===== src/rtl/mram_weight_fetch_dma_pkg.sv =====
// Shared types and constants for the MRAM weight-fetch DMA.
// Error codes, DMA FSM states and the fixed AXI encodings used on the read path.
package mram_dma_pkg;

  typedef enum logic [1:0] {
    IDLE,
    AR,
    R,
    DRAIN
  } dma_state_t;

  localparam logic [2:0] ERR_OK    = 3'd0;
  localparam logic [2:0] ERR_ALIGN = 3'd1;
  localparam logic [2:0] ERR_RANGE = 3'd2;
  localparam logic [2:0] ERR_RSVD  = 3'd3;
  localparam logic [2:0] ERR_RESP  = 3'd4;
  localparam logic [2:0] ERR_LAST  = 3'd5;

  localparam logic [1:0] AXI_RESP_OKAY   = 2'b00;
  localparam logic [1:0] AXI_RESP_SLVERR = 2'b10;
  localparam logic [1:0] AXI_BURST_INCR  = 2'b01;
  localparam logic [2:0] AXI_SIZE_8B     = 3'b011;

  localparam int BEAT_BYTES = 8;

endpackage


===== src/rtl/mram_weight_fetch_dma_if.sv =====
// AXI4 read channels towards MRAM plus the weight stream to the loader.
// master = DMA side, slave = MRAM / loader side.
interface mram_weight_fetch_dma_if #(
  parameter int ADDR_WIDTH = 10,
  parameter int DATA_WIDTH = 64
);

  logic [ADDR_WIDTH-1:0] M_AXI_ARADDR;
  logic [7:0]            M_AXI_ARLEN;
  logic [2:0]            M_AXI_ARSIZE;
  logic [1:0]            M_AXI_ARBURST;
  logic                  M_AXI_ARVALID;
  logic                  M_AXI_ARREADY;
  logic [DATA_WIDTH-1:0] M_AXI_RDATA;
  logic [1:0]            M_AXI_RRESP;
  logic                  M_AXI_RLAST;
  logic                  M_AXI_RVALID;
  logic                  M_AXI_RREADY;
  logic [DATA_WIDTH-1:0] M_TDATA;
  logic                  M_TLAST;
  logic                  M_TVALID;
  logic                  M_TREADY;

  modport master (
    output M_AXI_ARADDR, M_AXI_ARLEN, M_AXI_ARSIZE,
    output M_AXI_ARBURST, M_AXI_ARVALID,
    input  M_AXI_ARREADY,
    input  M_AXI_RDATA, M_AXI_RRESP, M_AXI_RLAST,
    input  M_AXI_RVALID,
    output M_AXI_RREADY,
    output M_TDATA, M_TLAST, M_TVALID,
    input  M_TREADY
  );

  modport slave (
    input  M_AXI_ARADDR, M_AXI_ARLEN, M_AXI_ARSIZE,
    input  M_AXI_ARBURST, M_AXI_ARVALID,
    output M_AXI_ARREADY,
    output M_AXI_RDATA, M_AXI_RRESP, M_AXI_RLAST,
    output M_AXI_RVALID,
    input  M_AXI_RREADY,
    input  M_TDATA, M_TLAST, M_TVALID,
    output M_TREADY
  );

endinterface


===== src/rtl/mram_weight_fetch_dma_fifo.sv =====
// Output FIFO of the weight-fetch DMA (data plus TLAST sideband).
// Exposes a free-entry count so AR bursts are only issued with room reserved.
module dma_stream_fifo #(
  parameter int WIDTH = 65,
  parameter int DEPTH = 16
) (
  input  logic                     clk,
  input  logic                     rst_n,
  input  logic                     push,
  input  logic [WIDTH-1:0]         wdata,
  input  logic                     pop,
  output logic [WIDTH-1:0]         rdata,
  output logic                     empty,
  output logic [$clog2(DEPTH):0]   free
);

  localparam int AW = $clog2(DEPTH);

  logic [WIDTH-1:0] mem [DEPTH];
  logic [AW-1:0]    wptr;
  logic [AW-1:0]    rptr;
  logic [AW:0]      count;
  logic             do_push;
  logic             do_pop;

  assign empty   = (count == '0);
  assign do_pop  = pop && !empty;
  assign do_push = push && (!count[AW] || do_pop);
  assign free    = {1'b1, {AW{1'b0}}} - count;
  assign rdata   = empty ? '0 : mem[rptr];

  always_ff @(posedge clk) begin
    if (do_push) mem[wptr] <= wdata;
  end

  always_ff @(posedge clk or negedge rst_n) begin
    if (!rst_n) begin
      wptr  <= '0;
      rptr  <= '0;
      count <= '0;
    end else begin
      if (do_push) wptr <= wptr + 1'b1;
      if (do_pop)  rptr <= rptr + 1'b1;
      unique case ({do_push, do_pop})
        2'b10:   count <= count + 1'b1;
        2'b01:   count <= count - 1'b1;
        default: ;
      endcase
    end
  end

endmodule


===== src/rtl/mram_weight_fetch_dma.sv =====
// AXI4 read burst master fetching weight tiles from MRAM into a
// valid/ready stream for the PE-array weight loader.
module mram_weight_fetch_dma
  import mram_dma_pkg::*;
#(
  parameter int ADDR_WIDTH = 10,
  parameter int DATA_WIDTH = 64,
  parameter int MAX_BURST  = 8,
  parameter int FIFO_DEPTH = 16
) (
  input  logic                  ACLK,
  input  logic                  ARESETN,
  input  logic                  CFG_START,
  input  logic [ADDR_WIDTH-1:0] CFG_SRC_ADDR,
  input  logic [15:0]           CFG_BEATS,
  output logic                  BUSY,
  output logic                  DONE,
  output logic [2:0]            ERR_CODE,
  mram_weight_fetch_dma_if.master bus
);

  localparam int AW = $clog2(FIFO_DEPTH);

  dma_state_t            state;
  dma_state_t            state_n;
  logic [ADDR_WIDTH-1:0] addr;
  logic [15:0]           remaining;
  logic [8:0]            len;
  logic [8:0]            len_q;
  logic [8:0]            beat_cnt;
  logic                  dropping;
  logic [2:0]            chk_err;
  logic [31:0]           job_end;
  logic                  ar_fire;
  logic                  r_fire;
  logic                  final_beat;
  logic                  resp_bad;
  logic                  job_last;
  logic                  push;
  logic                  pop;
  logic                  empty;
  logic [AW:0]           free;
  logic [DATA_WIDTH:0]   fifo_in;
  logic [DATA_WIDTH:0]   fifo_out;

  assign len = (remaining > 16'(MAX_BURST)) ? 9'(MAX_BURST)
             : remaining[8:0];

  // Wide sum so a job ending past the top of MRAM cannot wrap.
  assign job_end = 32'(CFG_SRC_ADDR) + 32'(CFG_BEATS) * BEAT_BYTES;

  always_comb begin
    chk_err = ERR_OK;
    if (CFG_SRC_ADDR[2:0] != 3'd0)
      chk_err = ERR_ALIGN;
    else if (job_end > (32'd1 << ADDR_WIDTH))
      chk_err = ERR_RANGE;
  end

  assign bus.M_AXI_ARSIZE  = AXI_SIZE_8B;
  assign bus.M_AXI_ARBURST = AXI_BURST_INCR;
  assign bus.M_AXI_ARADDR  = addr;
  assign bus.M_AXI_ARLEN   = (state == AR) ? 8'(len - 9'd1) : 8'd0;
  assign bus.M_AXI_ARVALID = (state == AR) && (9'(free) >= len);
  assign bus.M_AXI_RREADY  = (state == R);

  assign ar_fire    = bus.M_AXI_ARVALID && bus.M_AXI_ARREADY;
  assign r_fire     = bus.M_AXI_RVALID && bus.M_AXI_RREADY;
  assign final_beat = (beat_cnt == len_q - 9'd1);
  assign resp_bad   = (bus.M_AXI_RRESP != AXI_RESP_OKAY);
  assign job_last   = (remaining == 16'(len_q));

  assign push    = r_fire && !dropping && !resp_bad;
  assign fifo_in = {final_beat && bus.M_AXI_RLAST && job_last,
                    bus.M_AXI_RDATA};
  assign pop     = bus.M_TVALID && bus.M_TREADY;

  assign bus.M_TVALID = !empty;
  assign bus.M_TDATA  = fifo_out[DATA_WIDTH-1:0];
  assign bus.M_TLAST  = fifo_out[DATA_WIDTH];

  always_comb begin
    state_n = state;
    unique case (state)
      IDLE:
        if (CFG_START && chk_err == ERR_OK && CFG_BEATS != 16'd0)
          state_n = AR;
      AR:
        if (ar_fire) state_n = R;
      R:
        if (r_fire && bus.M_AXI_RLAST)
          state_n = (dropping || resp_bad || !final_beat || job_last)
                  ? DRAIN : AR;
      DRAIN:
        if (empty) state_n = IDLE;
      default:
        state_n = IDLE;
    endcase
  end

  always_ff @(posedge ACLK or negedge ARESETN) begin
    if (!ARESETN) state <= IDLE;
    else          state <= state_n;
  end

  always_ff @(posedge ACLK or negedge ARESETN) begin
    if (!ARESETN) begin
      addr      <= '0;
      remaining <= '0;
      len_q     <= '0;
      beat_cnt  <= '0;
      dropping  <= 1'b0;
      BUSY      <= 1'b0;
      DONE      <= 1'b0;
      ERR_CODE  <= ERR_OK;
    end else begin
      DONE <= 1'b0;
      unique case (state)
        IDLE:
          if (CFG_START) begin
            ERR_CODE <= chk_err;
            dropping <= 1'b0;
            if (chk_err != ERR_OK || CFG_BEATS == 16'd0) begin
              DONE <= 1'b1;
            end else begin
              addr      <= CFG_SRC_ADDR;
              remaining <= CFG_BEATS;
              BUSY      <= 1'b1;
            end
          end
        AR:
          if (ar_fire) begin
            addr     <= addr + ADDR_WIDTH'(32'(len) * BEAT_BYTES);
            len_q    <= len;
            beat_cnt <= '0;
          end
        R:
          if (r_fire) begin
            beat_cnt <= beat_cnt + 9'd1;
            // Once a burst goes bad, swallow its remaining beats.
            if (!dropping && resp_bad) begin
              dropping <= 1'b1;
              if (ERR_CODE == ERR_OK) ERR_CODE <= ERR_RESP;
            end else if (!dropping &&
                         (bus.M_AXI_RLAST != final_beat)) begin
              dropping <= 1'b1;
              if (ERR_CODE == ERR_OK) ERR_CODE <= ERR_LAST;
            end else if (!dropping && bus.M_AXI_RLAST) begin
              remaining <= remaining - 16'(len_q);
            end
          end
        DRAIN:
          if (empty) begin
            DONE <= 1'b1;
            BUSY <= 1'b0;
          end
        default: ;
      endcase
    end
  end

  dma_stream_fifo #(
    .WIDTH (DATA_WIDTH + 1),
    .DEPTH (FIFO_DEPTH)
  ) u_fifo (
    .clk   (ACLK),
    .rst_n (ARESETN),
    .push  (push),
    .wdata (fifo_in),
    .pop   (pop),
    .rdata (fifo_out),
    .empty (empty),
    .free  (free)
  );

endmodule

===== src/flat_wrapper.sv =====
// flat-port wrapper written by rule: the top's interface ports become plain ports
module mram_weight_fetch_dma_flat import mram_dma_pkg::*;
#(
  parameter int ADDR_WIDTH = 10,
  parameter int DATA_WIDTH = 64,
  parameter int MAX_BURST  = 8,
  parameter int FIFO_DEPTH = 16
)
  (ACLK, ARESETN, CFG_START, CFG_SRC_ADDR, CFG_BEATS, BUSY, DONE, ERR_CODE, bus_M_AXI_ARADDR, bus_M_AXI_ARLEN, bus_M_AXI_ARSIZE, bus_M_AXI_ARBURST, bus_M_AXI_ARVALID, bus_M_AXI_ARREADY, bus_M_AXI_RDATA, bus_M_AXI_RRESP, bus_M_AXI_RLAST, bus_M_AXI_RVALID, bus_M_AXI_RREADY, bus_M_TDATA, bus_M_TLAST, bus_M_TVALID, bus_M_TREADY);
  mram_weight_fetch_dma_if #(.ADDR_WIDTH(ADDR_WIDTH), .DATA_WIDTH(DATA_WIDTH)) bus_i ();
  input  logic ACLK;
  input  logic ARESETN;
  input  logic CFG_START;
  input  logic [ADDR_WIDTH-1:0] CFG_SRC_ADDR;
  input  logic [15:0] CFG_BEATS;
  output logic BUSY;
  output logic DONE;
  output logic [2:0] ERR_CODE;
  output wire logic [$bits(bus_i.M_AXI_ARADDR)-1:0] bus_M_AXI_ARADDR;
  output wire logic [$bits(bus_i.M_AXI_ARLEN)-1:0] bus_M_AXI_ARLEN;
  output wire logic [$bits(bus_i.M_AXI_ARSIZE)-1:0] bus_M_AXI_ARSIZE;
  output wire logic [$bits(bus_i.M_AXI_ARBURST)-1:0] bus_M_AXI_ARBURST;
  output wire logic [$bits(bus_i.M_AXI_ARVALID)-1:0] bus_M_AXI_ARVALID;
  input wire logic [$bits(bus_i.M_AXI_ARREADY)-1:0] bus_M_AXI_ARREADY;
  input wire logic [$bits(bus_i.M_AXI_RDATA)-1:0] bus_M_AXI_RDATA;
  input wire logic [$bits(bus_i.M_AXI_RRESP)-1:0] bus_M_AXI_RRESP;
  input wire logic [$bits(bus_i.M_AXI_RLAST)-1:0] bus_M_AXI_RLAST;
  input wire logic [$bits(bus_i.M_AXI_RVALID)-1:0] bus_M_AXI_RVALID;
  output wire logic [$bits(bus_i.M_AXI_RREADY)-1:0] bus_M_AXI_RREADY;
  output wire logic [$bits(bus_i.M_TDATA)-1:0] bus_M_TDATA;
  output wire logic [$bits(bus_i.M_TLAST)-1:0] bus_M_TLAST;
  output wire logic [$bits(bus_i.M_TVALID)-1:0] bus_M_TVALID;
  input wire logic [$bits(bus_i.M_TREADY)-1:0] bus_M_TREADY;
  assign bus_M_AXI_ARADDR = bus_i.M_AXI_ARADDR;
  assign bus_M_AXI_ARLEN = bus_i.M_AXI_ARLEN;
  assign bus_M_AXI_ARSIZE = bus_i.M_AXI_ARSIZE;
  assign bus_M_AXI_ARBURST = bus_i.M_AXI_ARBURST;
  assign bus_M_AXI_ARVALID = bus_i.M_AXI_ARVALID;
  assign bus_i.M_AXI_ARREADY = bus_M_AXI_ARREADY;
  assign bus_i.M_AXI_RDATA = bus_M_AXI_RDATA;
  assign bus_i.M_AXI_RRESP = bus_M_AXI_RRESP;
  assign bus_i.M_AXI_RLAST = bus_M_AXI_RLAST;
  assign bus_i.M_AXI_RVALID = bus_M_AXI_RVALID;
  assign bus_M_AXI_RREADY = bus_i.M_AXI_RREADY;
  assign bus_M_TDATA = bus_i.M_TDATA;
  assign bus_M_TLAST = bus_i.M_TLAST;
  assign bus_M_TVALID = bus_i.M_TVALID;
  assign bus_i.M_TREADY = bus_M_TREADY;
  mram_weight_fetch_dma #(.ADDR_WIDTH(ADDR_WIDTH), .DATA_WIDTH(DATA_WIDTH), .MAX_BURST(MAX_BURST), .FIFO_DEPTH(FIFO_DEPTH)) u_core (.ACLK(ACLK), .ARESETN(ARESETN), .CFG_START(CFG_START), .CFG_SRC_ADDR(CFG_SRC_ADDR), .CFG_BEATS(CFG_BEATS), .BUSY(BUSY), .DONE(DONE), .ERR_CODE(ERR_CODE), .bus(bus_i));
endmodule

===== config.mk =====
export PLATFORM = sky130hd
export DESIGN_NAME = mram_weight_fetch_dma_flat
export DESIGN_NICKNAME = d
export VERILOG_FILES = /design/src/rtl/mram_weight_fetch_dma_pkg.sv /design/src/rtl/mram_weight_fetch_dma_if.sv /design/src/rtl/mram_weight_fetch_dma_fifo.sv /design/src/rtl/mram_weight_fetch_dma.sv /design/src/flat_wrapper.sv
export SDC_FILE = /design/constraint.sdc
export NUM_CORES = 1
export LEC_CHECK = 0
export CAP_MARGIN = 20
export CELL_PAD_IN_SITES_DETAIL_PLACEMENT = 2
export CELL_PAD_IN_SITES_GLOBAL_PLACEMENT = 2
export CORE_MARGIN = 3
export CORE_UTILIZATION = 35
export DETAILED_ROUTE_END_ITERATION = 8
export PLACE_DENSITY_LB_ADDON = 0.1
export SYNTH_ARGS = -nofsm -noshare
export SYNTH_HDL_FRONTEND = slang
export SYNTH_HIERARCHICAL = 1
export SYNTH_SLANG_ARGS = --single-unit

===== constraint.sdc =====
create_clock -name ACLK -period 7.8 [get_ports ACLK]
set_input_delay 1.95 -clock ACLK [delete_from_list [all_inputs] [get_ports ACLK]]
set_output_delay 1.95 -clock ACLK [all_outputs]
set_load 0.01 [all_outputs]

Yosys cells after proc, flatten, opt, wreduce, memory -nomap -nowiden

Memory sizes are Yosys's and may differ from the RTL's.
Index checks and enable logic that the tools add are counted.

Output and inout bits: 96
Memories: 1
Register bits: 65
Word-level logic and storage cells: 143
RAM bits: 1040

Order comparisons: 3
Reduce and logical (&&, ||, !) cells: 48
Equality and inequality tests: 20
Add/sub/neg operators: 11
Mux-type cells: 48

Memory list:

| name              | depth | width | read ports | clocked after memory_dff | write ports | RTL line                         | RTL |
|---|---|---|---|---|---|---|---|
| u_core.u_fifo.mem | 16    | 65    | 1          | 0                        | 1           | mram_weight_fetch_dma_fifo.sv:19 | `logic [WIDTH-1:0] mem [DEPTH];` |

Operators with widths:

| kind                                                                   | count |
|---|---|
| 16-bit two-way mux                                                     | 6 |
| 65-bit two-way mux                                                     | 1 |
| 32-bit by 11-bit > comparator with 1-bit output, second input constant | 1 |
| 16-bit case mux with 2 select lines                                    | 1 |
| 10-bit two-way mux                                                     | 3 |
| 9-bit two-way mux                                                      | 3 |
| 10-bit by 19-bit adder with 20-bit output                              | 1 |
| 10-bit case mux with 2 select lines                                    | 1 |
| 3-bit two-way mux                                                      | 6 |
| 9-bit case mux with 2 select lines                                     | 1 |
| 16-bit by 9-bit == test with 1-bit output                              | 1 |
| 16-bit by 4-bit > comparator with 1-bit output, second input constant  | 1 |
| 1-bit logical AND                                                      | 16 |
| 16-bit zero test                                                       | 1 |
| 2-bit inequality test, second input constant                           | 8 |
| 4-bit AND reduction                                                    | 4 |
| 16-bit nonzero test                                                    | 1 |
| 16-bit by 9-bit subtractor with 16-bit output                          | 1 |
| 2-bit two-way mux                                                      | 7 |
| 1-bit two-way mux                                                      | 12 |
| 2-bit nonzero test                                                     | 6 |
| 10-bit adder                                                           | 1 |
| 5-bit case mux with 2 select lines                                     | 1 |
| 9-bit by 1-bit adder with 9-bit output, second input constant          | 1 |
| 27 further kinds                                                       | 45 |

Depth between registers and ports, before layout

Depth after elaboration: 9
Gate-level depth with buffers: 17

Hierarchy

The synthesis kept the hierarchy.

By module, submodules not included:

| module                | times used | area an instance (um^2) | cells an instance |
|---|---|---|---|
| dma_stream_fifo       | 1          | 40935.5                 | 2204 |
| mram_weight_fetch_dma | 1          | 4574.4                  | 547 |

Least setup slack after synthesis

No wires, ideal clock.

Path type: in2reg
From: input port bus_M_AXI_RRESP[1]
To: memory u_core.u_fifo.mem[3][0], enable pin
Path slack: -0.235 ns
Arrival: 7.468 ns
Cell stages on the path: 6
Data required time: 7.232 ns
Cell sequence: or3_1 nor2_1 o21a_1 clkbuf_1 nand2_1 nor3_1

Longest elaborated chain between the ends: 6

Ends and longest elaborated chain:

| what                                    | RTL line                         | RTL |
|---|---|---|
| from (decl)                             | flat_wrapper.sv:26               | `input wire logic [$bits(bus_i.M_AXI_RRESP)-1:0] bus_M_AXI_RRESP;` |
| 2-bit nonzero test                      | mram_weight_fetch_dma.sv:70      | `assign resp_bad = (bus.M_AXI_RRESP != AXI_RESP_OKAY);` |
| 1-bit zero test                         | mram_weight_fetch_dma.sv:73      | `assign push = r_fire && !dropping && !resp_bad;` |
| 1-bit logical AND                       | mram_weight_fetch_dma.sv:73      |  |
| net u_core.push                         | mram_weight_fetch_dma.sv:39      | `logic push;` |
| 1-bit logical AND                       | mram_weight_fetch_dma_fifo.sv:28 | `assign do_push = push && (!count[AW] \|\| do_pop);` |
| 1-bit two-way mux                       | mram_weight_fetch_dma_fifo.sv:33 | `if (do_push) mem[wptr] <= wdata;` |
| 1-bit two-way mux (implied by the code) | mram_weight_fetch_dma_fifo.sv:33 |  |
| to (decl)                               | mram_weight_fetch_dma_fifo.sv:19 |  |

The timed path passes the listed nets, and every way through them passes these cells.

Final worst setup path

From: register u_core.remaining[11]
To: output port bus_M_AXI_ARVALID

Longest elaborated chain between the ends: 4

Ends and longest elaborated chain:

| what                                                         | RTL line                     | RTL |
|---|---|---|
| from (decl)                                                  | mram_weight_fetch_dma.sv:27  | `logic [15:0] remaining;` |
| from (signal assigned)                                       | mram_weight_fetch_dma.sv:149 | `remaining <= remaining - 16'(len_q);` |
| 16-bit by 4-bit > comparator with 1-bit output               | mram_weight_fetch_dma.sv:46  | `assign len = (remaining > 16'(MAX_BURST)) ? 9'(MAX_BURST)` |
| 9-bit two-way mux                                            | mram_weight_fetch_dma.sv:46  |  |
| net u_core.len[0]                                            | mram_weight_fetch_dma.sv:28  | `logic [8:0] len;` |
| 5-bit by 9-bit greater-or-equal comparator with 1-bit output | mram_weight_fetch_dma.sv:64  | `assign bus.M_AXI_ARVALID = (state == AR) && (9'(free) >= len);` |
| 1-bit logical AND                                            | mram_weight_fetch_dma.sv:64  |  |
| to (decl)                                                    | flat_wrapper.sv:23           | `output wire logic [$bits(bus_i.M_AXI_ARVALID)-1:0] bus_M_AXI_ARVALID;` |

The timed path passes the listed nets, and every way through them passes these cells.

==> flow_summary_export.csv <==
group,metric,value,unit
status,status,"completed",
timing,finalSetupViolCount,0,
finish,fillers,12287,
power,power_frac_comb,34.1,%
clock_network,cts-root-buf,"clkbuf_16",
grt,grtUsageMet3,2.873,%
job,maxCapViolCount,0,
finish,syn_to_final_growth,17.61,%
power,clkPwrFrac,30.0,%
timing,finalSetupTns,0,ns
worst_setup_path,r2r_end,"u_core/bus.M_AXI_ARADDR[7]",
route,via_count,25756,
logic_synthesis,synth_edf_count,1040,
clock_network,path_clk_slew,0.06,ns
power,swShare,33.79,%
route,wirelength,134000,um
floorplanning,die_w,366.6,um
worst_setup_path,cp-startpoint,"u_core/remaining[11]",
floorplanning,core.rowCount,131,
clock_network,clk_latency,0.72,ns
placement,port_buffers,189,
placement,place_ws,2.154,ns
logic_synthesis,yosysUniqueCellTypes,76,
grt,grt_max_degree,74,
route,drt_iter0_markers,1603,
clock_network,cts_resized,0,
floorplanning,start_util,35.46,%
timing,relSlewSlack,26.12,%
grt,antenna_found_initial,10,
floorplanning,ios,195,
logic_synthesis,synth_seq_cells,1105,
power,p_switching,6.485,mW
logic_synthesis,ys_seq_area_share,72.20,%
timing,tightest_slew,1.108,ns
grt,grt_overflow_total,0,
route,wire_per_inst,27.77,um
finish,fin_nets,3130,
placement,place_area,49490,um^2
clock_network,cts.path.max_buffers,3,
timing,slew_viol_final,0,
worst_setup_path,start_kind,"register",
route,first_pass_iters,7,
clock_network,cts_tree,"done",
worst_setup_path,crit_arrival,4.38,ns
placement,gp_congestion,0.7713,
hold_path,hp-class,"reg -> reg",
floorplanning,core_region_area,128300,um^2
grt,grt_use_total,19.75,%
timing,hold_violations,0,
logic_synthesis,yosysWarnings,6,
route,drc,0,
finish,drive_gt1_share,10.62,%
worst_setup_path,endpoint_kind,"output pin",
logic_synthesis,postSynthAreaPerCell,16.54,um^2
finish,postLayoutCoreUtil,41.71,%
power,p_leak,18.79,nW
grt,grt_util_met2,33.86,%
grt,top_usage_layer,"met2",
timing,period_share,81.18,%
logic_synthesis,synth_area,45510,um^2
finish,fin_area,53530,um^2
floorplanning,die_area,134400,um^2
power,p_int,12.71,mW
clock_network,h-tree-depth,3,
clock_network,post_cts_buffers,0,
finish,multi_input_area,11730,um^2
logic_synthesis,postSynthCellCount,2751,
timing,rsz0062_at_grt,"no",
route,antenna_left,0,
logic_synthesis,synthArstFlopShare,5.882,%
floorplanning,fp.dieH,366.6,um
grt,grt_pass1_wl,198400,um
power,seq_power_share,35.9,%
worst_setup_path,cp_max_fo,5,
power,vdd_drop_max,208.2,uV
clock_network,postCtsHoldBufs,0,
timing,timing.final.ws_setup,1.468,ns
clock_network,cts_sinks,1105,
worst_setup_path,rr_worst_depth,15,
grt,grtUsageMet1,26.09,%
worst_setup_path,r2r_start,"u_core/remaining[11]",
timing,fin_crit,6.332,ns
placement,dp_hpwl,74590,um
power,power.density,358.5,nW/um^2
timing,fmax,0.1579,GHz
worst_setup_path,rrSetupSlack,3.20,ns
worst_setup_path,cp-endpoint,"bus_M_AXI_ARVALID",
worst_setup_path,cp.required,5.85,ns
worst_setup_path,path_class,"reg -> out",
clock_network,cts_buffers,120,
timing,finClkSkew,0.02613,ns
route,vias_per_cell,5.339,
grt,grt_pass1_vias,28822,
logic_synthesis,synth_flop_cell,"edfxtp_1",
finish,seq_area,32860,um^2
-- synthesized netlist by cell type, types with 6 or more instances --
| cell | n | area [um^2] |
|---|---|---|
| a21o_1 | 8 | 60.06 |
| a21oi_1 | 37 | 185.2 |
| a221oi_1 | 25 | 219.0 |
| a22o_1 | 6 | 52.55 |
| a22oi_1 | 215 | 1614 |
| a31oi_1 | 6 | 37.54 |
| and3_1 | 11 | 68.82 |
| buf_1 | 11 | 41.29 |
| buf_2 | 17 | 85.08 |
| buf_4 | 24 | 180.2 |
| buf_6 | 29 | 326.6 |
| clkbuf_1 | 65 | 244.0 |
| dfrtp_1 | 65 | 1627 |
| edfxtp_1 | 1040 | 31230 |
| ha_1 | 46 | 575.6 |
| inv_1 | 43 | 161.4 |
| mux2_2 | 16 | 180.2 |
| mux2i_1 | 479 | 4795 |
| mux4_2 | 23 | 518.0 |
| nand2_1 | 174 | 653.1 |
| nand2b_1 | 8 | 50.05 |
| nand3_1 | 14 | 70.07 |
| nand4_1 | 7 | 43.79 |
| nor2_1 | 59 | 221.5 |
| nor2b_1 | 10 | 62.56 |
| nor3_1 | 32 | 160.2 |
| nor4_1 | 10 | 62.56 |
| o211ai_1 | 10 | 75.07 |
| o21a_1 | 6 | 45.04 |
| o21ai_0 | 31 | 155.2 |
| o21ai_1 | 48 | 240.2 |
| o22ai_1 | 46 | 287.8 |
| or3_1 | 12 | 75.07 |
| xnor2_1 | 24 | 210.2 |
| xor2_1 | 14 | 122.6 |
-- layout by cell type (no fill, tap or decap), types with 46 or more instances in the layout --
| cell | instances |
|---|---|
| mux2i_1 | 479 |
| dfrtp_1 | 64 |
| o21ai_1 | 48 |
| ha_1 | 46 |
| nand2_1 | 174 |
| clkdlybuf4s50_1 | 188 |
| nor2_1 | 46 |
| a22oi_1 | 215 |
| buf_4 | 50 |
| clkbuf_16 | 123 |
| o22ai_1 | 46 |
| edfxtp_1 | 1040 |
-- worst min-delay path by stage --
stage,from,endpoint,slack [ns],depth (start not counted)
2_1_floorplan,u_core/u_fifo/rptr[3],u_core/u_fifo/rptr[3],0.46,1
3_3_place_gp,u_core/bus.M_AXI_ARADDR[1],u_core/bus.M_AXI_ARADDR[1],0.50,1
3_5_place_dp,u_core/bus.M_AXI_ARADDR[0],u_core/bus.M_AXI_ARADDR[0],0.52,1
4_1_cts,u_core/bus.M_AXI_ARADDR[0],u_core/bus.M_AXI_ARADDR[0],0.54,1
5_1_grt,u_core/bus.M_AXI_ARADDR[2],u_core/bus.M_AXI_ARADDR[2],0.56,1
6_report,u_core/bus.M_AXI_ARADDR[0],u_core/bus.M_AXI_ARADDR[0],0.52,1
-- stage by stage --
| stage | hold slack [ns] | power, mW | cells |
|---|---|---|---|
| after global routing | 0.5572 | 20.20 | 4819 |
| after floorplan | 0.4596 | 11.02 | 2757 |
| after global placement | 0.5037 | 13.54 | 4587 |
| after CTS | 0.5357 | 19.52 | 4816 |
| after detailed placement | 0.5173 | 13.67 | 4588 |
| final | 0.5230 | 19.19 | 4824 |
-- per-layer routing --
layer | routed length [um] | share of wire (%) | up-vias
met5 | 27 | 0.020 | -
met1 | 59290 | 44 | 13730
li1 | - | - | 11380
met2 | 66520 | 50 | 445
met4 | 3554 | 2.7 | 4
met3 | 4573 | 3.4 | 197
-- flip-flops by register name, summed over array words and instances, names as in the netlist --
signal	flops
u_core/u_fifo/mem	1040
u_core/u_fifo/wptr	4
u_core/ERR_CODE	3
u_core/u_fifo/rptr	4
u_core/BUSY	1
u_core/beat_cnt	9
u_core/bus.M_AXI_ARADDR	10
u_core/u_fifo/count	5
u_core/remaining	16
u_core/len_q	9
u_core/state	2
u_core/DONE	1
u_core/dropping	1
-- critical path, cell delays in order (launching register included) --
cell and delay [ns]:
dfrtp_1 0.43, nor3_1 0.30, nand3b_1 0.17, or3_1 0.43
a21oi_1 0.26, nand2_1 0.15, inv_1 0.13, ha_1 0.24
nand2b_1 0.14, a21o_1 0.22, a21o_1 0.22, a21o_1 0.18
a21oi_1 0.23, nor2_1 0.07, clkdlybuf4s50_1 0.48
-- power by group through the flow --
stage | clock network, mW | logic, mW | registers, mW
floorplan | 0 | 4.15 | 6.87
global placement | 0 | 6.52 | 7.02
detailed placement | 0 | 6.63 | 7.03
CTS | 5.92 | 6.68 | 6.91
global route | 6.17 | 7.11 | 6.92
finish | 5.75 | 6.55 | 6.89
-- layout make-up --
class	instances	share of cell area, %
sequential	1105	61.39
clock inverter	82	1.454
clock buffer	146	6.024
tap	1729	4.042
inverter	44	0.3086
multi-input combinational	1456	21.92
timing repair buffer	255	4.827
antenna	7	0.03273
-- cells by family after synthesis --
kind of cell,Yosys count,synth area share (%)
flip-flops,1105,72.20
multiplexers,522,12.20
AO/OA/AOI/OAI,484,7.462
AND/OR/NAND/NOR,355,3.563
buffers and inverters,196,2.433
adder cells (fa/ha/maj),49,1.397
XOR/XNOR,38,0.7313
other,2,0.01650
No activity file was read; power rests on OpenSTA's default activity.
